**config.mk**
```make
export PLATFORM = sky130hd
export DESIGN_NAME = fan_drive_sequencer
export DESIGN_NICKNAME = d
export VERILOG_FILES = /design/src/rtl/fan_pkg.sv /design/src/rtl/fan_pwm_gen.sv /design/src/rtl/fan_drive_sequencer.sv
export SDC_FILE = /design/constraint.sdc
export NUM_CORES = 1
export LEC_CHECK = 0
export CAP_MARGIN = 20
export CORE_UTILIZATION = 50
export CTS_BUF_LIST = sky130_fd_sc_hd__clkbuf_4 sky130_fd_sc_hd__clkbuf_8 sky130_fd_sc_hd__clkbuf_16
export CTS_CLUSTER_SIZE = 28
export DETAILED_ROUTE_END_ITERATION = 12
export GPL_TIMING_DRIVEN = 0
export PLACE_DENSITY = 0.75
export RECOVER_POWER = 50
export SLEW_MARGIN = 20
export SYNTH_ARGS = -nofsm -noshare
export SYNTH_HDL_FRONTEND = slang
export SYNTH_SLANG_ARGS = --single-unit
```
**constraint.sdc**
```tcl
create_clock -name clk -period 3.63 [get_ports clk]
set_input_delay 0.363 -clock clk [delete_from_list [all_inputs] [get_ports clk]]
set_output_delay 0.363 -clock clk [all_outputs]
set_load 0.01 [all_outputs]
```
**src/rtl/fan_pkg.sv**
```systemverilog
// fan_pkg: gear encodings, duty table and FSM states shared by the fan drive
package fan_pkg;
  localparam logic [1:0] GEAR_IDLE = 2'b00;
  localparam logic [1:0] GEAR_LOW = 2'b01;
  localparam logic [1:0] GEAR_MID = 2'b10;
  localparam logic [1:0] GEAR_HIGH = 2'b11;
  localparam logic [4:0] DUTY_LOW = 5'd6;
  localparam logic [4:0] DUTY_MID = 5'd11;
  localparam logic [4:0] DUTY_MAX = 5'd16;
  typedef enum logic [1:0] {ST_IDLE, ST_RAMP_UP, ST_RAMP_DOWN, ST_RUN} fan_state_e;
  function automatic logic [4:0] gear_duty(input logic [1:0] g);
    return g == GEAR_HIGH ? DUTY_MAX : g == GEAR_MID ? DUTY_MID : g == GEAR_LOW ? DUTY_LOW : 5'd0;
  endfunction
endpackage

```
**src/rtl/fan_pwm_gen.sv**
```systemverilog
// fan_pwm_gen: 16-slot PWM; duty 16 is constant high, duty 0 constant low
module fan_pwm_gen (
  input  logic       clk,
  input  logic       rst,
  input  logic [4:0] duty,
  output logic       pwm_out
);
  logic [3:0] c_q, c_d;
  logic pwm_q, pwm_d;
  always_comb begin
    c_d = c_q + 4'd1;
    pwm_d = {1'b0, c_q} < duty;
  end
  always_ff @(posedge clk) begin
    if (rst) begin
      c_q <= '0;
      pwm_q <= 1'b0;
    end else begin
      c_q <= c_d;
      pwm_q <= pwm_d;
    end
  end
  assign pwm_out = pwm_q;
endmodule

```
**src/rtl/fan_drive_sequencer.sv**
```systemverilog
// fan_drive_sequencer: ramped fan duty control with battery cutoff and sleep timer
module fan_drive_sequencer
  import fan_pkg::*;
#(
  parameter int         RAMP_STEP_TICKS = 50,
  parameter logic [7:0] TMR_P1 = 8'd30,
  parameter logic [7:0] TMR_P2 = 8'd60,
  parameter logic [7:0] TMR_P3 = 8'd120
) (
  input  logic       clk,
  input  logic       rst,
  input  logic       tick_1ms,
  input  logic       tick_1s,
  input  logic [1:0] gear_req,
  input  logic       battery_empty,
  input  logic       tmr_btn_press,
  output logic       pwm_out,
  output logic [4:0] duty,
  output logic       ramp_busy,
  output logic [7:0] tmr_remain,
  output logic       force_idle
);
  localparam int CW = $clog2(RAMP_STEP_TICKS + 1);
  localparam logic [CW-1:0] LAST = CW'(RAMP_STEP_TICKS - 1);
  fan_state_e state_q, state_d;
  logic [4:0] duty_q, duty_d, target, target_q;
  logic [CW-1:0] cnt_q, cnt_d;
  logic [7:0] tmr_q, tmr_d;
  logic [1:0] idx_q, idx_d;
  logic busy_q, busy_d, fi_q, fi_d, expired_q, expired_d;
  logic ramping;
  always_comb begin
    ramping = state_q == ST_RAMP_UP || state_q == ST_RAMP_DOWN;
    target = (battery_empty || expired_q) ? 5'd0 : gear_duty(gear_req);
    duty_d = duty_q;
    cnt_d = cnt_q;
    if (battery_empty) begin
      duty_d = '0;
      cnt_d = '0;
    end else if (target != target_q || duty_q == target) begin
      cnt_d = '0;
    end else if (ramping && tick_1ms) begin
      cnt_d = cnt_q == LAST ? '0 : cnt_q + 1'b1;
      duty_d = cnt_q != LAST ? duty_q : duty_q < target ? duty_q + 5'd1 : duty_q - 5'd1;
    end
    state_d = duty_d == target ? (target == 5'd0 ? ST_IDLE : ST_RUN)
            : duty_d < target ? ST_RAMP_UP : ST_RAMP_DOWN;
    busy_d = state_d == ST_RAMP_UP || state_d == ST_RAMP_DOWN;
    // expiry holds the fan off until the user parks the gear at idle
    expired_d = expired_q && gear_req != GEAR_IDLE;
    idx_d = idx_q;
    tmr_d = tmr_q;
    fi_d = 1'b0;
    if (battery_empty || gear_req == GEAR_IDLE) begin
      idx_d = '0;
      tmr_d = '0;
    end else if (tmr_btn_press) begin
      idx_d = idx_q + 2'd1;
      tmr_d = idx_d == 2'd1 ? TMR_P1 : idx_d == 2'd2 ? TMR_P2 : idx_d == 2'd3 ? TMR_P3 : 8'd0;
    end else if (tick_1s && tmr_q != 8'd0) begin
      tmr_d = tmr_q - 8'd1;
      fi_d = tmr_q == 8'd1;
      expired_d = expired_d || tmr_q == 8'd1;
      idx_d = tmr_q == 8'd1 ? 2'd0 : idx_q;
    end
  end
  always_ff @(posedge clk) begin
    if (rst) begin
      state_q <= ST_IDLE;
      duty_q <= '0;
      target_q <= '0;
      cnt_q <= '0;
      tmr_q <= '0;
      idx_q <= '0;
      busy_q <= 1'b0;
      fi_q <= 1'b0;
      expired_q <= 1'b0;
    end else begin
      state_q <= state_d;
      duty_q <= duty_d;
      target_q <= target;
      cnt_q <= cnt_d;
      tmr_q <= tmr_d;
      idx_q <= idx_d;
      busy_q <= busy_d;
      fi_q <= fi_d;
      expired_q <= expired_d;
    end
  end
  fan_pwm_gen u_pwm (
    .clk     (clk),
    .rst     (rst),
    .duty    (duty_d),
    .pwm_out (pwm_out)
  );
  assign duty = duty_q;
  assign ramp_busy = busy_q;
  assign tmr_remain = tmr_q;
  assign force_idle = fi_q;
endmodule

```
# [Word-level counts from Yosys, hierarchy flattened]
# Index checks and enable logic that the tools add are counted.
[word_totals] ff_bits=36 latchBits=0 ram_bits=0 rom_bits=0 inputBits=8 output_inout_bits=16 elab_cells=80 memories=0
[op_classes] add_sub_neg=6 mul=0 div=0 magnitude_cmp=3 eq_ne=16 n_shift=0 mux=24 bitwise_logic=1 reduce_logical=19
[op_table] cell="5-bit 2-to-1 mux" count=7
[op_table] cell="7-bit 2-to-1 mux" count=3
[op_table] cell="8-bit 2-to-1 mux" count=2
[op_table] cell="2-bit == test (second input constant)" count=6
[op_table] cell="2-bit 2-to-1 mux" count=6
[op_table] cell="5-bit == test" count=2
[op_table] cell="5-bit < comparator" count=2
[op_table] cell="2-bit by 1-bit == test with 1-bit output (second input constant)" count=4
[op_table] cell="8-bit by 1-bit == test with 1-bit output (second input constant)" count=1
[op_table] cell="8-bit nonzero test" count=1
[op_table] cell="8-bit by 1-bit subtractor with 8-bit output (second input constant)" count=1
[op_table] cell="6-bit by 1-bit adder with 6-bit output (second input constant)" count=1
[op_table] cell="6-bit == test (second input constant)" count=1
[op_table] cell="1-bit logical OR" count=6
[op_table] cell="6-bit 2-to-1 mux" count=1
[op_table] cell="6-bit != test (second input constant)" count=1
[op_table] cell="2-bit nonzero test" count=3
[op_table] cell="5-bit by 1-bit adder with 5-bit output (second input constant)" count=1
[op_table] cell="5-bit logical NOT" count=1
[op_table] cell="4-bit by 5-bit < comparator with 1-bit output" count=1
[op_table] cell="5-bit != test" count=1
[op_table] cell="5-bit by 1-bit subtractor with 5-bit output (second input constant)" count=1
[op_table] cell="4-bit by 1-bit adder with 4-bit output (second input constant)" count=1
[op_table] cell="4-bit 2-to-1 mux" count=1
[op_table] cell="other kinds (10)" count=14

# [Logic depth before layout (Yosys ltp)]
[logic_depth] word_depth=16 depth_mapped=19 ltp_nobuf=19

# [By module]
# A second synthesis with hierarchy kept.
[hier_totals] cells_unflattened=248 area_unflattened_um2=2160.8
[modules_own_cells] mod="fan_drive_sequencer" n_inst=1 cells_each=222 area_each_um2=1913.1 seq_area_each_um2=600.6
[modules_own_cells] mod="fan_pwm_gen" n_inst=1 cells_each=26 area_each_um2=247.7 seq_area_each_um2=100.1

# [Worst setup path after synthesis]
# No wires, ideal clock.
[synth_timing] path_type="input to register" startpoint="input gear_req[0]" endpoint="register state_q[1]" setup_ns=0.074 arrival_ns=3.796 t_required_ns=3.556 slack_ns=-0.240 cell_stages=18 path_buffers=0 path_cell_list="inv_1 -> ha_1 -> nand2_1 -> ha_1 -> and3b_1 -> o21ai_0 -> nand2_1 -> fa_1 -> a21o_1 -> a21o_1 -> and3_1 -> o2111ai_1 -> xor2_1 -> nor2_1 -> ha_1 -> and3_1 -> a21o_1 -> a31oi_1"
[synth_via] elab_chain_len=14 elab_cells_between_ends=22 cone_classes="order compare (2); eq/ne (6); mux (12); reduce/logical (2)"
[synth_lines] item="from (decl)" line_no="fan_drive_sequencer.sv:14" source="input logic [1:0] gear_req,"
[synth_lines] item="2-bit by 1-bit == test with 1-bit output" line_no="fan_pkg.sv:12" source="return g == GEAR_HIGH ? DUTY_MAX : g == GEAR_MID ? DUTY_MID : g == GEAR_LOW ? DUTY_LOW : 5'd0;"
[synth_lines] item="3-bit 2-to-1 mux" line_no="fan_pkg.sv:12"
[synth_lines] item="4-bit 2-to-1 mux" line_no="fan_pkg.sv:12"
[synth_lines] item="5-bit 2-to-1 mux (*)" line_no="fan_pkg.sv:12"
[synth_lines] item="5-bit 2-to-1 mux (*)" line_no="fan_drive_sequencer.sv:34" source="target = (battery_empty || expired_q) ? 5'd0 : gear_duty(gear_req);"
[synth_lines] item="5-bit < comparator" line_no="fan_drive_sequencer.sv:44" source="duty_d = cnt_q != LAST ? duty_q : duty_q < target ? duty_q + 5'd1 : duty_q - 5'd1;"
[synth_lines] item="5-bit 2-to-1 mux (2 in series)" line_no="fan_drive_sequencer.sv:44"
[synth_lines] item="5-bit 2-to-1 mux" line_no="fan_drive_sequencer.sv:42" source="end else if (ramping && tick_1ms) begin"
[synth_lines] item="5-bit 2-to-1 mux (*)" line_no="fan_drive_sequencer.sv:40" source="end else if (target != target_q || duty_q == target) begin"
[synth_lines] item="5-bit 2-to-1 mux (*)" line_no="fan_drive_sequencer.sv:37" source="if (battery_empty) begin"
[synth_lines] item="named net duty_d[4]" line_no="fan_drive_sequencer.sv:26" source="logic [4:0] duty_q, duty_d, target, target_q;"
[synth_lines] item="5-bit < comparator" line_no="fan_drive_sequencer.sv:47" source=": duty_d < target ? ST_RAMP_UP : ST_RAMP_DOWN;"
[synth_lines] item="2-bit 2-to-1 mux" line_no="fan_drive_sequencer.sv:47"
[synth_lines] item="2-bit 2-to-1 mux (*)" line_no="fan_drive_sequencer.sv:46" source="state_d = duty_d == target ? (target == 5'd0 ? ST_IDLE : ST_RUN)"
[synth_lines] item="to (signal assigned)" line_no="fan_drive_sequencer.sv:79" source="state_q <= state_d;"
[synth_lines] item="to (decl)" line_no="fan_drive_sequencer.sv:25" source="fan_state_e state_q, state_d;"
# The timed path passes the listed nets; every way through them passes the cells marked *.
# A chain may end at the register's enable or synchronous reset.

# [Worst setup path in the final report]
[layout_timing] startpoint="register expired_q" endpoint="register state_q[1]"
[layout_via] elab_chain_len=11 elab_cells_between_ends=17 cone_classes="order compare (2); eq/ne (3); mux (9); reduce/logical (3)"
[layout_lines] item="from (decl)" line_no="fan_drive_sequencer.sv:30" source="logic busy_q, busy_d, fi_q, fi_d, expired_q, expired_d;"
[layout_lines] item="from (signal assigned)" line_no="fan_drive_sequencer.sv:87" source="expired_q <= expired_d;"
[layout_lines] item="1-bit logical OR (*)" line_no="fan_drive_sequencer.sv:34"
[layout_lines] item="5-bit 2-to-1 mux (*)" line_no="fan_drive_sequencer.sv:34"
[layout_lines] item="5-bit < comparator" line_no="fan_drive_sequencer.sv:44"
[layout_lines] item="5-bit 2-to-1 mux (2 in series)" line_no="fan_drive_sequencer.sv:44"
[layout_lines] item="5-bit 2-to-1 mux" line_no="fan_drive_sequencer.sv:42"
[layout_lines] item="5-bit 2-to-1 mux (*)" line_no="fan_drive_sequencer.sv:40"
[layout_lines] item="5-bit 2-to-1 mux (*)" line_no="fan_drive_sequencer.sv:37"
[layout_lines] item="named net duty_d[4]" line_no="fan_drive_sequencer.sv:26"
[layout_lines] item="5-bit < comparator" line_no="fan_drive_sequencer.sv:47"
[layout_lines] item="2-bit 2-to-1 mux" line_no="fan_drive_sequencer.sv:47"
[layout_lines] item="2-bit 2-to-1 mux (*)" line_no="fan_drive_sequencer.sv:46"
# Marks and branches as above.

==> flow_metrics.py <==
metrics = {
    "outcome": {
        "status": "finished, violations left",
        "violations": "negative setup slack",
    },
    "worst_hold_path": {
        "min_path_type": "register to register",
    },
    "clock_network": {
        "cts_root_buf": "clkbuf_8",
        "clkSinkCount": 35,
        "clockBufferDepth": 2,
        "postCtsHoldBufs": 0,
        "cts_tree": "built",
        "insertion_delay_ns": 0.29,
        "clk_pin_slew_ns": 0.07,
        "cts-htree-levels": 2,
        "tritoncts.num_buffers": 5,
    },
    "power": {
        "p_leak_nw": 1.15,
        "cellPowerDensity_nw_per_um2": 324,
        "ir_worst_vdd_mv": 0.207,
        "total_power_uw": 903,
    },
    "timing": {
        "rsz0062_at_grt": "yes",
        "finalCritPeriodShare_pct": 101,
        "slew_violations": 0,
        "max_freq_mhz": 274,
        "setup_ws_ns": -0.0220,
        "fin_worst_skew_ns": 0.00272,
        "max_slew_margin_pct": 63.9,
        "final_hold_viol_count": 0,
        "worstMarginPinSlew_ns": 0.542,
        "whs_ns": 0.473,
        "fin_crit_ns": 3.65,
        "setup_viol": 1,
    },
    "logic_synthesis": {
        "synth_seq_cells": 35,
        "ys_types": 45,
        "synth_area_per_cell_sq_um": 8.79,
        "yosys_warnings": 0,
        "yosysSeqAreaShare_pct": 32.8,
        "syn-instance-count": 243,
        "syn-cell-area_sq_um": 2140,
        "syn-num-nets": 280,
    },
    "floorplan": {
        "initial_core_util_pct": 52.7,
        "rows": 23,
        "dieArea_sq_um": 4540,
        "die_y_um": 67.4,
        "core_area_sq_um": 4060,
        "ios": 24,
        "fp.dieW_um": 67.4,
    },
    "setup_path": {
        "path_max_fanout": 6,
        "required_ns": 3.85,
        "endpoint_kind": "register",
        "path_class": "register to register",
        "arrival_ns": 3.87,
        "cp-start-kind": "register",
    },
    "global_routing": {
        "grt_pass1_vias": 1764,
        "grt_overflow": 0,
        "gr-usage-all-layers_pct": 22.8,
        "antenna_found_initial": 0,
        "grt_max_degree": 11,
        "grt_pass1_wl_um": 7670,
    },
    "layout": {
        "layout-drive-gt1-share_pct": 22.6,
        "layout_common_cells": "nor2_1, dfxtp_1, ha_1",
        "antenna_cells": 0,
        "area_delta_synth_final_pct": 30.4,
        "layout.cells.most_common": "nor2_1",
        "nets": 323,
    },
    "detailed_routing": {
        "wire_per_inst_um": 13.7,
        "routed_wl_um": 4610,
        "viasPerCell": 5.45,
        "first_iter_violations": 51,
        "first_pass_iters": 4,
        "ant_nets": 0,
        "route.detailed.drc": 0,
        "vias": 1836,
    },
    "run": {
        "drv_cap": 0,
    },
    "placed_design": {
        "hpwl_um": 3070,
        "gp_congestion": 0.768,
        "port_buffers": 23,
    },
}
registers in the layout (all words and copies together), names as in the netlist:
| register | flops |
|---|---|
| tmr_remain | 8 |
| u_pwm.pwm_out | 1 |
| force_idle | 1 |
| target_q | 4 |
| state_q | 2 |
| duty | 5 |
| ramp_busy | 1 |
| expired_q | 1 |
| cnt_q | 6 |
| idx_q | 2 |
| u_pwm.c_q | 4 |
worst paths after layout:
check / depth (start not counted) / endpoint / from / slack, ns
worst max-delay path: 17 / state_q[1] / expired_q / -0.02
worst min-delay path: 1 / u_pwm.c_q[0] / u_pwm.c_q[0] / 0.47
worst max register to register: 17 / state_q[1] / expired_q / -0.02
worst min register to register: 1 / u_pwm.c_q[0] / u_pwm.c_q[0] / 0.47
report_power, final:
part	switching, mW	total [mW]	internal, mW
clock	0.136	0.317	0.181
sequential	0.0111	0.408	0.396
combinational	0.0913	0.178	0.0872
synthesized netlist by cell type (all sizes together):
cell type / n / area share [%]
and3: 3 / 0.88
a2111oi: 1 / 0.41
o41ai: 2 / 1.7
clkbuf: 3 / 0.53
nand4b: 1 / 0.41
nand3b: 1 / 0.35
a32oi: 1 / 0.41
buf: 2 / 0.59
inv: 11 / 1.9
nand4: 6 / 1.8
nor4b: 1 / 0.41
o2111ai: 1 / 0.41
a2bb2oi: 1 / 0.41
or3: 2 / 0.64
ha: 28 / 16
and3b: 1 / 0.41
a31oi: 1 / 0.29
o221ai: 1 / 0.41
a211oi: 1 / 0.35
and2: 5 / 1.5
nor2b: 5 / 1.5
xnor2: 9 / 3.7
nand2: 14 / 2.5
fa: 1 / 0.94
nand2b: 1 / 0.29
a21oi: 10 / 2.3
o31ai: 1 / 0.35
or4: 1 / 0.53
dfxtp: 35 / 33
xor2: 11 / 4.5
nand3: 4 / 0.94
mux2i: 5 / 2.3
nor3: 7 / 1.6
o21ai: 4 / 0.94
o21a: 6 / 2.1
a21o: 6 / 2.1
or2: 9 / 2.6
and4: 1 / 0.41
nor2: 38 / 6.8
nor4: 2 / 0.59
critical path, stage by stage, from the launching register on:
cell and delay (ns):
dfxtp_4 0.36, nor2_4 0.20, nand2_2 0.11, ha_4 0.25, a21o_1 0.17, o21ai_2 0.17, nand2_2 0.12, fa_2 0.37
a21o_1 0.19, a21o_1 0.19, a21oi_2 0.17, o2111ai_4 0.15, xor2_2 0.25, nor2_1 0.07, ha_1 0.33, and3_4 0.19
a21o_1 0.17, a31oi_1 0.13
area by class of cell:
type / count / area, sq um
Sequential cell: 35 / 704
Multi-Input combinational cell: 192 / 1530
Inverter: 11 / 41.3
Clock buffer: 8 / 104
Tap cell: 50 / 62.6
Timing Repair Buffer: 36 / 319
Buffer: 5 / 23.8
Fill cell: 312 / 1270
timing repair:
action | in CTS | in global routing
gates resized for setup | 29 | 11
setup endpoints to repair | 4 | 4
setup buffers | 10 | 3
pin swaps | 14 | 7
stage by stage:
step / worst slack (ns) / instances / cell area (sq um) / TNS (ns) / utilization (%)
after detailed placement: -0.923 / 316 / 2460 / -3.43 / 60.6
after global routing: -0.193 / 337 / 2790 / -0.496 / 68.7
final: -0.0220 / 337 / 2790 / -0.0220 / 68.7
after global placement: -0.883 / 316 / 2460 / -3.25 / 60.6
after floorplan: 0.0118 / 243 / 2160 / 0 / -
after CTS: -0.00456 / 334 / 2700 / -0.00456 / 66.6
kinds of logic after synthesis:
| kind of cell | share of synthesized area (%) |
|---|---|
| DFF | 32.8 |
| AOI/OAI and AO/OA | 12.2 |
| buffers and inverters | 3.04 |
| and+or+nand+nor | 24.1 |
| xor gates and xnor gates | 8.20 |
| adders and majority gates | 17.3 |
| muxes | 2.34 |
layer usage:
layer	vias to the layer above	global-route usage (%)	wire, um
met5	-	0	0
met3	14	5.41	133
met2	33	38.8	2330
met1	866	26.4	2050
li1	923	-	-
met4	0	12.0	92
Note: power is estimated with default switching activity, not from simulation.
